<file path="src/rtl/ddr_rd_arbiter_pkg.sv">
// Shared DDR read-channel parameters, id-width helper and the in-flight tag type
// used by the read arbiter and its tag FIFO.
package GLOBAL_PARAM;

  localparam int DDR_W      = 64;
  localparam int DDR_ADDR_W = 32;
  localparam int BURST_W    = 8;

  function automatic int bw(input int n);
    if (n <= 1) begin
      return 1;
    end else begin
      return $clog2(n);
    end
  endfunction

  localparam int RD_REQ_NUM = 4;
  localparam int RD_TAG_W   = bw(RD_REQ_NUM);

  typedef struct packed {
    logic [RD_TAG_W-1:0] id;
    logic [BURST_W-1:0]  size;
  } rd_tag_t;

endpackage

</file>
<file path="src/rtl/ddr_rd_arbiter_tag_fifo.sv">
// Synchronous FIFO of in-flight read tags; head entry is valid whenever not empty.
// Simultaneous push and pop is accepted even when full.
module ddr_tag_fifo
  import GLOBAL_PARAM::*;
#(
  parameter int DEPTH = 8
) (
  input  logic                     clk,
  input  logic                     rst,
  input  logic                     push,
  input  rd_tag_t                  push_tag,
  input  logic                     pop,
  output rd_tag_t                  head,
  output logic [$clog2(DEPTH):0]   count,
  output logic                     full,
  output logic                     empty
);

  localparam int AW = $clog2(DEPTH);

  rd_tag_t        mem_q [DEPTH];
  rd_tag_t        mem_d [DEPTH];
  logic [AW-1:0]  wr_ptr_q, wr_ptr_d;
  logic [AW-1:0]  rd_ptr_q, rd_ptr_d;
  logic [AW:0]    cnt_q, cnt_d;
  logic           push_ok_s, pop_ok_s;

  assign empty = (cnt_q == (AW+1)'(0));
  assign full  = (cnt_q == (AW+1)'(DEPTH));
  assign count = cnt_q;
  assign head  = mem_q[rd_ptr_q];

  // Pointer, occupancy and storage next-state
  always_comb begin
    pop_ok_s  = pop && !empty;
    push_ok_s = push && (!full || pop_ok_s);
    mem_d     = mem_q;
    wr_ptr_d  = wr_ptr_q;
    rd_ptr_d  = rd_ptr_q;
    cnt_d     = cnt_q;
    if (push_ok_s) begin
      mem_d[wr_ptr_q] = push_tag;
      wr_ptr_d        = wr_ptr_q + AW'(1);
    end else begin
      wr_ptr_d = wr_ptr_q;
    end
    if (pop_ok_s) begin
      rd_ptr_d = rd_ptr_q + AW'(1);
    end else begin
      rd_ptr_d = rd_ptr_q;
    end
    case ({push_ok_s, pop_ok_s})
      2'b10:   cnt_d = cnt_q + (AW+1)'(1);
      2'b01:   cnt_d = cnt_q - (AW+1)'(1);
      default: cnt_d = cnt_q;
    endcase
  end

  // State registers
  always_ff @(posedge clk or negedge rst) begin
    if (!rst) begin
      for (int i = 0; i < DEPTH; i++) begin
        mem_q[i] <= '0;
      end
      wr_ptr_q <= '0;
      rd_ptr_q <= '0;
      cnt_q    <= '0;
    end else begin
      mem_q    <= mem_d;
      wr_ptr_q <= wr_ptr_d;
      rd_ptr_q <= rd_ptr_d;
      cnt_q    <= cnt_d;
    end
  end

endmodule

</file>
<file path="src/rtl/ddr_rd_arbiter.sv">
// Round-robin sharing of one DDR read channel among burst requesters; returning
// beats are steered to the issuing requester via an in-flight tag FIFO.
module ddr_rd_arbiter
  import GLOBAL_PARAM::*;
#(
  parameter int REQ_NUM     = 4,
  parameter int OUTSTANDING = 8,
  parameter int TAG_W       = bw(REQ_NUM)
) (
  input  logic                                 clk,
  input  logic                                 rst,
  input  logic [REQ_NUM-1:0]                   req_valid,
  output logic [REQ_NUM-1:0]                   req_ready,
  input  logic [REQ_NUM-1:0][DDR_ADDR_W-1:0]   req_addr,
  input  logic [REQ_NUM-1:0][BURST_W-1:0]      req_size,
  output logic [DDR_ADDR_W-1:0]                ddr_addr,
  output logic [BURST_W-1:0]                   ddr_size,
  output logic                                 ddr_addr_valid,
  input  logic                                 ddr_addr_ready,
  input  logic [DDR_W-1:0]                     ddr_data,
  input  logic                                 ddr_valid,
  output logic                                 ddr_ready,
  output logic [DDR_W-1:0]                     rd_data,
  output logic [REQ_NUM-1:0]                   rd_valid,
  input  logic [REQ_NUM-1:0]                   rd_ready,
  output logic                                 rd_last,
  output logic                                 busy
);

  localparam int          CW      = $clog2(OUTSTANDING) + 1;
  localparam logic [CW:0] OUT_LIM = (CW+1)'(OUTSTANDING);

  function automatic logic [TAG_W-1:0] rr_add(input logic [TAG_W-1:0] base, input int k);
    logic [TAG_W:0] sum;
    sum = {1'b0, base} + (TAG_W+1)'(k);
    if (sum >= (TAG_W+1)'(REQ_NUM)) begin
      sum = sum - (TAG_W+1)'(REQ_NUM);
    end else begin
      sum = sum;
    end
    return sum[TAG_W-1:0];
  endfunction

  logic [DDR_ADDR_W-1:0] addr_q, addr_d;
  logic [BURST_W-1:0]    size_q, size_d;
  logic [TAG_W-1:0]      id_q, id_d;
  logic                  pend_q, pend_d;
  logic [TAG_W-1:0]      rr_ptr_q, rr_ptr_d;
  logic [BURST_W-1:0]    beat_cnt_q, beat_cnt_d;

  logic                  hs_s, found_s, credit_ok_s, grant_en_s;
  logic [TAG_W-1:0]      gnt_id_s, cand_s, hid_s;
  logic [CW:0]           inflight_s;
  logic [CW-1:0]         fifo_count_s;
  logic                  fifo_full_s, fifo_empty_s;
  logic                  accept_s, pop_s;
  rd_tag_t               push_tag_s, head_s;

  // Round-robin search and grant; the pending slot may be refilled in its handshake cycle
  always_comb begin
    found_s  = 1'b0;
    gnt_id_s = '0;
    cand_s   = '0;
    for (int k = 0; k < REQ_NUM; k++) begin
      cand_s   = rr_add(rr_ptr_q, k);
      gnt_id_s = (!found_s && req_valid[cand_s]) ? cand_s : gnt_id_s;
      found_s  = found_s | req_valid[cand_s];
    end
    hs_s        = pend_q && ddr_addr_ready;
    inflight_s  = {1'b0, fifo_count_s} + {{CW{1'b0}}, pend_q};
    credit_ok_s = (inflight_s < OUT_LIM) && !fifo_full_s;
    grant_en_s  = rst && found_s && credit_ok_s && (!pend_q || hs_s);
    req_ready   = grant_en_s ? (REQ_NUM'(1) << gnt_id_s) : '0;
  end

  // Address slot next-state
  always_comb begin
    addr_d   = addr_q;
    size_d   = size_q;
    id_d     = id_q;
    pend_d   = pend_q;
    rr_ptr_d = rr_ptr_q;
    if (grant_en_s) begin
      addr_d   = req_addr[gnt_id_s];
      size_d   = req_size[gnt_id_s];
      id_d     = gnt_id_s;
      pend_d   = 1'b1;
      rr_ptr_d = rr_add(gnt_id_s, 1);
    end else if (hs_s) begin
      pend_d = 1'b0;
    end else begin
      pend_d = pend_q;
    end
  end

  assign push_tag_s.id   = id_q;
  assign push_tag_s.size = size_q;

  ddr_tag_fifo #(
    .DEPTH    (OUTSTANDING)
  ) u_tag_fifo (
    .clk      (clk),
    .rst      (rst),
    .push     (hs_s),
    .push_tag (push_tag_s),
    .pop      (pop_s),
    .head     (head_s),
    .count    (fifo_count_s),
    .full     (fifo_full_s),
    .empty    (fifo_empty_s)
  );

  // Return steering to the head burst's owner; stalls when nothing is in flight
  always_comb begin
    hid_s      = head_s.id;
    ddr_ready  = !fifo_empty_s && rd_ready[hid_s];
    rd_valid   = (ddr_valid && !fifo_empty_s) ? (REQ_NUM'(1) << hid_s) : '0;
    rd_last    = !fifo_empty_s && (beat_cnt_q == head_s.size);
    accept_s   = ddr_valid && ddr_ready;
    pop_s      = accept_s && rd_last;
    beat_cnt_d = beat_cnt_q;
    if (accept_s) begin
      beat_cnt_d = rd_last ? '0 : (beat_cnt_q + BURST_W'(1));
    end else begin
      beat_cnt_d = beat_cnt_q;
    end
  end

  assign rd_data        = ddr_data;
  assign ddr_addr       = addr_q;
  assign ddr_size       = size_q;
  assign ddr_addr_valid = pend_q;
  assign busy           = pend_q || !fifo_empty_s;

  // State registers
  always_ff @(posedge clk or negedge rst) begin
    if (!rst) begin
      addr_q     <= '0;
      size_q     <= '0;
      id_q       <= '0;
      pend_q     <= 1'b0;
      rr_ptr_q   <= '0;
      beat_cnt_q <= '0;
    end else begin
      addr_q     <= addr_d;
      size_q     <= size_d;
      id_q       <= id_d;
      pend_q     <= pend_d;
      rr_ptr_q   <= rr_ptr_d;
      beat_cnt_q <= beat_cnt_d;
    end
  end

endmodule

</file>
<file path="config.mk">
export PLATFORM = sky130hd
export DESIGN_NAME = ddr_rd_arbiter
export DESIGN_NICKNAME = d
export VERILOG_FILES = /design/src/rtl/ddr_rd_arbiter_pkg.sv /design/src/rtl/ddr_rd_arbiter_tag_fifo.sv /design/src/rtl/ddr_rd_arbiter.sv
export SDC_FILE = /design/constraint.sdc
export NUM_CORES = 1
export LEC_CHECK = 0
export ABC_AREA = 1
export BUFFER_PORTS_ARGS = -buffer_cell sky130_fd_sc_hd__buf_2
export CAP_MARGIN = 20
export CORE_MARGIN = 2
export CORE_UTILIZATION = 54
export CTS_CLUSTER_SIZE = 20
export DETAILED_ROUTE_END_ITERATION = 16
export PLACE_DENSITY_LB_ADDON = 0.1
export SLEW_MARGIN = 0
export SYNTH_ARGS = -nofsm -noshare
export SYNTH_HDL_FRONTEND = slang
export SYNTH_SLANG_ARGS = --single-unit
</file>
<file path="constraint.sdc">
create_clock -name clk -period 5.5 [get_ports clk]
set_clock_uncertainty 0.15 [all_clocks]
set_input_delay 1.1 -clock clk [delete_from_list [all_inputs] [get_ports clk]]
set_output_delay 1.1 -clock clk [all_outputs]
set_load 0.05 [all_outputs]
</file>
==> results.txt <==
The multi-input logic area came out at 4570 sq um. The final count of pins violating max slew came out at 0. The number of stages on the worst hold path is 2.

The first global-routing pass estimated approximately 43 mm of wire. The initial antenna violation count came to 2. In this run the tightest slew margin relative to its limit is 0.351. In this run the critical register-to-register path is launched from u_tag_fifo.rd_ptr_q[1]. The placeable core region came out at 17200 sq um.

The final cell utilization of the core came out at 0.621. The maximum clock path buffer count came out at 2. VDD sags by at most 0.000197 V. The via count of the first global-routing pass is between 8k and 9k. The largest fanout on the critical path came out at 19.

The area occupied by registers is ~3600 sq um. The row count is 48. The design internal power came out at about 2 mW.

The later-pin clock latency in the skew report is between 0.4 and 0.5 ns. The number of gates resized after cts came out at 0. In this run, synthesis produced a sequential element count of 143.

Of the total power, the clock network draws 0.379. The die outline width is 136 um. Dividing the detail-routed wire length by the instance count gives 15.5 um. The number of hold buffers added after CTS was 0. The total via count after detailed routing came out at between 8k and 9k. The switching fraction of total power came out at 0.331. The worst hold-check slack came out at roughly 0.31 ns. The post-synthesis sequential area ratio came out at 0.381.

The number of remaining DRC errors came out at 0. The startpoint identified for the worst hold timing path is u_tag_fifo.mem_q[60]. The final hold violation count is 0.

The endpoint identified for the worst register-to-register timing path is u_tag_fifo.count[3]. The worst setup margin came out at approximately 1.1 ns. The initial core utilization came out at 0.547. The worst path arrival time came out at approximately 3.1 ns.

The setup-violating endpoint count in the final report is 0. The number of setup buffers added after CTS is 0. In this run the number of H-tree levels came out at 4. The area overhead of the layout relative to synthesis came out at 13.4%. The clock transition time at the flip-flop clock pins of the worst setup and hold paths is approximately 0.06 ns. In this run the power density over the cells is 287 nW/um^2. The net switching component of the power came out at 1.01 mW. The congestion estimate from routability-driven global placement came to between 0.8 and 0.9. The number of filler cells placed in the layout is 1656.

TritonCTS created 17 clock buffers. CTS placed an instance of sky130_fd_sc_hd__clkbuf_16 at the clock tree root. The post-route fraction of the period consumed by the critical path is 0.791. The run finished with clean final reports. The cell count after synthesis came out at roughly 1.4k.

After synthesis the cells add up to between 9000 and 10000 sq um. The overall die area came out at 18500 sq um. The vias per cell came out at between 5 and 6. By area the synthesized netlist is led by sky130_fd_sc_hd__dfrtp_1, sky130_fd_sc_hd__nand2_1, sky130_fd_sc_hd__buf_4, sky130_fd_sc_hd__nand4_1, sky130_fd_sc_hd__nand3_1. The fmax came out at 230 MHz. TritonCTS built the clock tree. The post-synthesis net count is about 1.6k. In the synthesized netlist the dominant register cell turns out to be sky130_fd_sc_hd__dfrtp_1. The total wire length after detailed routing came out at about 26 mm.

The biggest area contributor in the post-synthesis netlist is sky130_fd_sc_hd__dfrtp_1. The final critical-path required period came out at 4.35 ns. The path with the worst hold slack has its endpoint at u_tag_fifo.mem_q[60]. The post-route antenna net violation count is 0.

The number of maximum-capacitance constraint violations is 0. The min-delay analysis places its worst path in the category flip-flop to flip-flop. The half-perimeter wire length after detailed placement is 18.8 mm. For this run, the detailed router's first-pass iteration total came to 5. The overall overflow remaining after global route is 0. The combinational share of power is 0.252. For this block, the initial DRC count from the detailed router was 650.

The nature of the critical path startpoint is an input port. The critical setup path kind is input port to output pin. The worst setup path is captured at an output pin. The final total negative setup slack came out at 0 ns. The pre-CTS setup slack came out at between 1 and 1.5 ns. The total track usage is 0.295. The synthesized area per cell is 6.95 sq um. Input and output buffers added on the ports amount to 223. The number of enable-type register cells in the synthesized netlist came out at 0. The unique cell type count in the Yosys netlist is 37. In the final layout, the share of cells above drive strength 1 is 0.219. At the pin with the least slew margin, the transition time is between 0.9 and 1 ns. The relative contribution of sequential cells to total power is 0.369.

The share of synthesized registers carrying an async set or reset came out at 1.00. Entering global routing, the biggest net connects 90 pins. The number of clock sinks came out at roughly 140. The fraction of post-synthesis cell area in the top cell type by area is 0.381. At the end of the flow, the number of nets in the layout was about 1.7k. The reg-to-reg setup timing slack came out at 1.25 ns. Setup repair after global routing left no endpoint under its margin. The required time of the worst setup path came out at 4.25 ns. The depth of the most critical reg-to-reg path is 22. The vertical die dimension came out at 136 um.

The start point of the critical path is req_valid[3]. The synthesis warning total is 0. The I/O pin count is about 350. The leakage power is roughly 6 nW.
sequential cells by signal, indices dropped and copies added (netlist names):
name / cells
ddr_size: 8
ddr_addr: 32
id_q: 2
u_tag_fifo.rd_ptr_q: 3
u_tag_fifo.wr_ptr_q: 3
rr_ptr_q: 2
beat_cnt_q: 8
ddr_addr_valid: 1
u_tag_fifo.count: 4
u_tag_fifo.mem_q: 80
power groups by stage:
stage	combinational [mW]	sequential [mW]	clock, mW
after floorplan	0.702	1.13	0
after global placement	0.764	1.15	0
after detailed placement	0.772	1.15	0
after CTS	0.774	1.13	1.17
after global routing	0.867	1.13	1.22
final	0.773	1.13	1.16
placed cells by master, fill, tap and decap left out, types with 10 or more instances in the layout:
cell                        Yosys  routed
sky130_fd_sc_hd__o21ai_0       23      23
sky130_fd_sc_hd__clkbuf_16      0      17
sky130_fd_sc_hd__buf_4         70      20
sky130_fd_sc_hd__ha_1          10      10
sky130_fd_sc_hd__or2_2         26      26
sky130_fd_sc_hd__nor2_1        57      57
sky130_fd_sc_hd__nand3_1       89      89
sky130_fd_sc_hd__nand2_1      584     584
sky130_fd_sc_hd__o211ai_1      26      26
sky130_fd_sc_hd__nand4_1       81      81
sky130_fd_sc_hd__inv_1         90      90
sky130_fd_sc_hd__buf_2         29     222
sky130_fd_sc_hd__dfrtp_1      143     143
kinds of logic (layout without fill, tap and decap cells):
family / Yosys count / count (layout) / share of synthesized area
buffers and inverters: 243 / 371 / 0.134
XOR/XNOR: 11 / 11 / 0.0102
AO/OA/AOI/OAI: 66 / 66 / 0.0440
other: 0 / 2 / 0
flip-flops: 143 / 143 / 0.381
AND/OR/NAND/NOR: 879 / 879 / 0.416
adder cells (fa/ha/maj): 11 / 11 / 0.0154
worst max path at each step:
| stage | to | slack [ns] | cells after the start |
|---|---|---|---|
| 5_1_grt | u_tag_fifo.count[3] | 0.83 | 22 |
| 2_1_floorplan | req_ready[3] | 1.10 | 15 |
| 4_1_cts | req_ready[2] | 1.14 | 16 |
| 6_report | req_ready[2] | 1.15 | 16 |
| 3_5_place_dp | req_ready[2] | 1.16 | 16 |
| 3_3_place_gp | req_ready[3] | 1.23 | 16 |
worst max-delay path, cell delays in order:
cell,delay [ns]
sky130_fd_sc_hd__buf_2,0.09
sky130_fd_sc_hd__inv_1,0.06
sky130_fd_sc_hd__nand2_1,0.04
sky130_fd_sc_hd__o21ai_1,0.12
sky130_fd_sc_hd__inv_2,0.06
sky130_fd_sc_hd__nand2_1,0.07
sky130_fd_sc_hd__nand2_1,0.07
sky130_fd_sc_hd__nor2_1,0.14
sky130_fd_sc_hd__nand2_1,0.10
sky130_fd_sc_hd__o211ai_1,0.21
sky130_fd_sc_hd__nand2_2,0.09
sky130_fd_sc_hd__inv_2,0.29
sky130_fd_sc_hd__ha_1,0.24
sky130_fd_sc_hd__inv_1,0.04
sky130_fd_sc_hd__nor2_1,0.08
sky130_fd_sc_hd__buf_2,0.28
synthesized netlist by cell type (2+ instances only):
cell and n:
sky130_fd_sc_hd__nand2_1 584, sky130_fd_sc_hd__dfrtp_1 143, sky130_fd_sc_hd__inv_1 90, sky130_fd_sc_hd__nand3_1 89, sky130_fd_sc_hd__nand4_1 81, sky130_fd_sc_hd__buf_4 70, sky130_fd_sc_hd__nor2_1 57, sky130_fd_sc_hd__clkbuf_1 39
sky130_fd_sc_hd__buf_2 29, sky130_fd_sc_hd__o211ai_1 26, sky130_fd_sc_hd__or2_2 26, sky130_fd_sc_hd__o21ai_0 23, sky130_fd_sc_hd__ha_1 10, sky130_fd_sc_hd__or2_0 9, sky130_fd_sc_hd__nand3_4 8, sky130_fd_sc_hd__nor3_1 8
sky130_fd_sc_hd__o21ai_1 7, sky130_fd_sc_hd__xor2_1 7, sky130_fd_sc_hd__inv_2 5, sky130_fd_sc_hd__nand3b_1 5, sky130_fd_sc_hd__buf_6 4, sky130_fd_sc_hd__nand3_2 4, sky130_fd_sc_hd__o31ai_1 4, sky130_fd_sc_hd__xnor2_1 4
sky130_fd_sc_hd__a21oi_1 3, sky130_fd_sc_hd__buf_1 3, sky130_fd_sc_hd__nor2_4 3, sky130_fd_sc_hd__nand2_2 2, sky130_fd_sc_hd__nand2_4 2
cell type report:
class                      instances  share of cell area
antenna                            2            0.000469
clock buffer                      20              0.0419
clock inverter                    11              0.0133
inverter                          97              0.0344
multi-input combinational        967               0.429
sequential                       143               0.336
tap                              225              0.0264
timing repair buffer             243               0.119
through the flow:
stage	area (sq um)	total power [mW]	instances
after floorplan	9400	1.83	1353
after global placement	10100	1.91	1675
after detailed placement	10100	1.92	1675
after CTS	10700	3.08	1706
after global routing	10700	3.22	1708
final	10700	3.06	1708
metal layers:
layer | track usage | share of wire | vias up
li1 | - | - | 4478
met1 | 0.397 | 0.44 | 4066
met2 | 0.468 | 0.47 | 314
met3 | 0.0593 | 0.064 | 42
met4 | 0.122 | 0.026 | 0
met5 | 0 | 0 | -
Power figures use the tool's default switching activity.
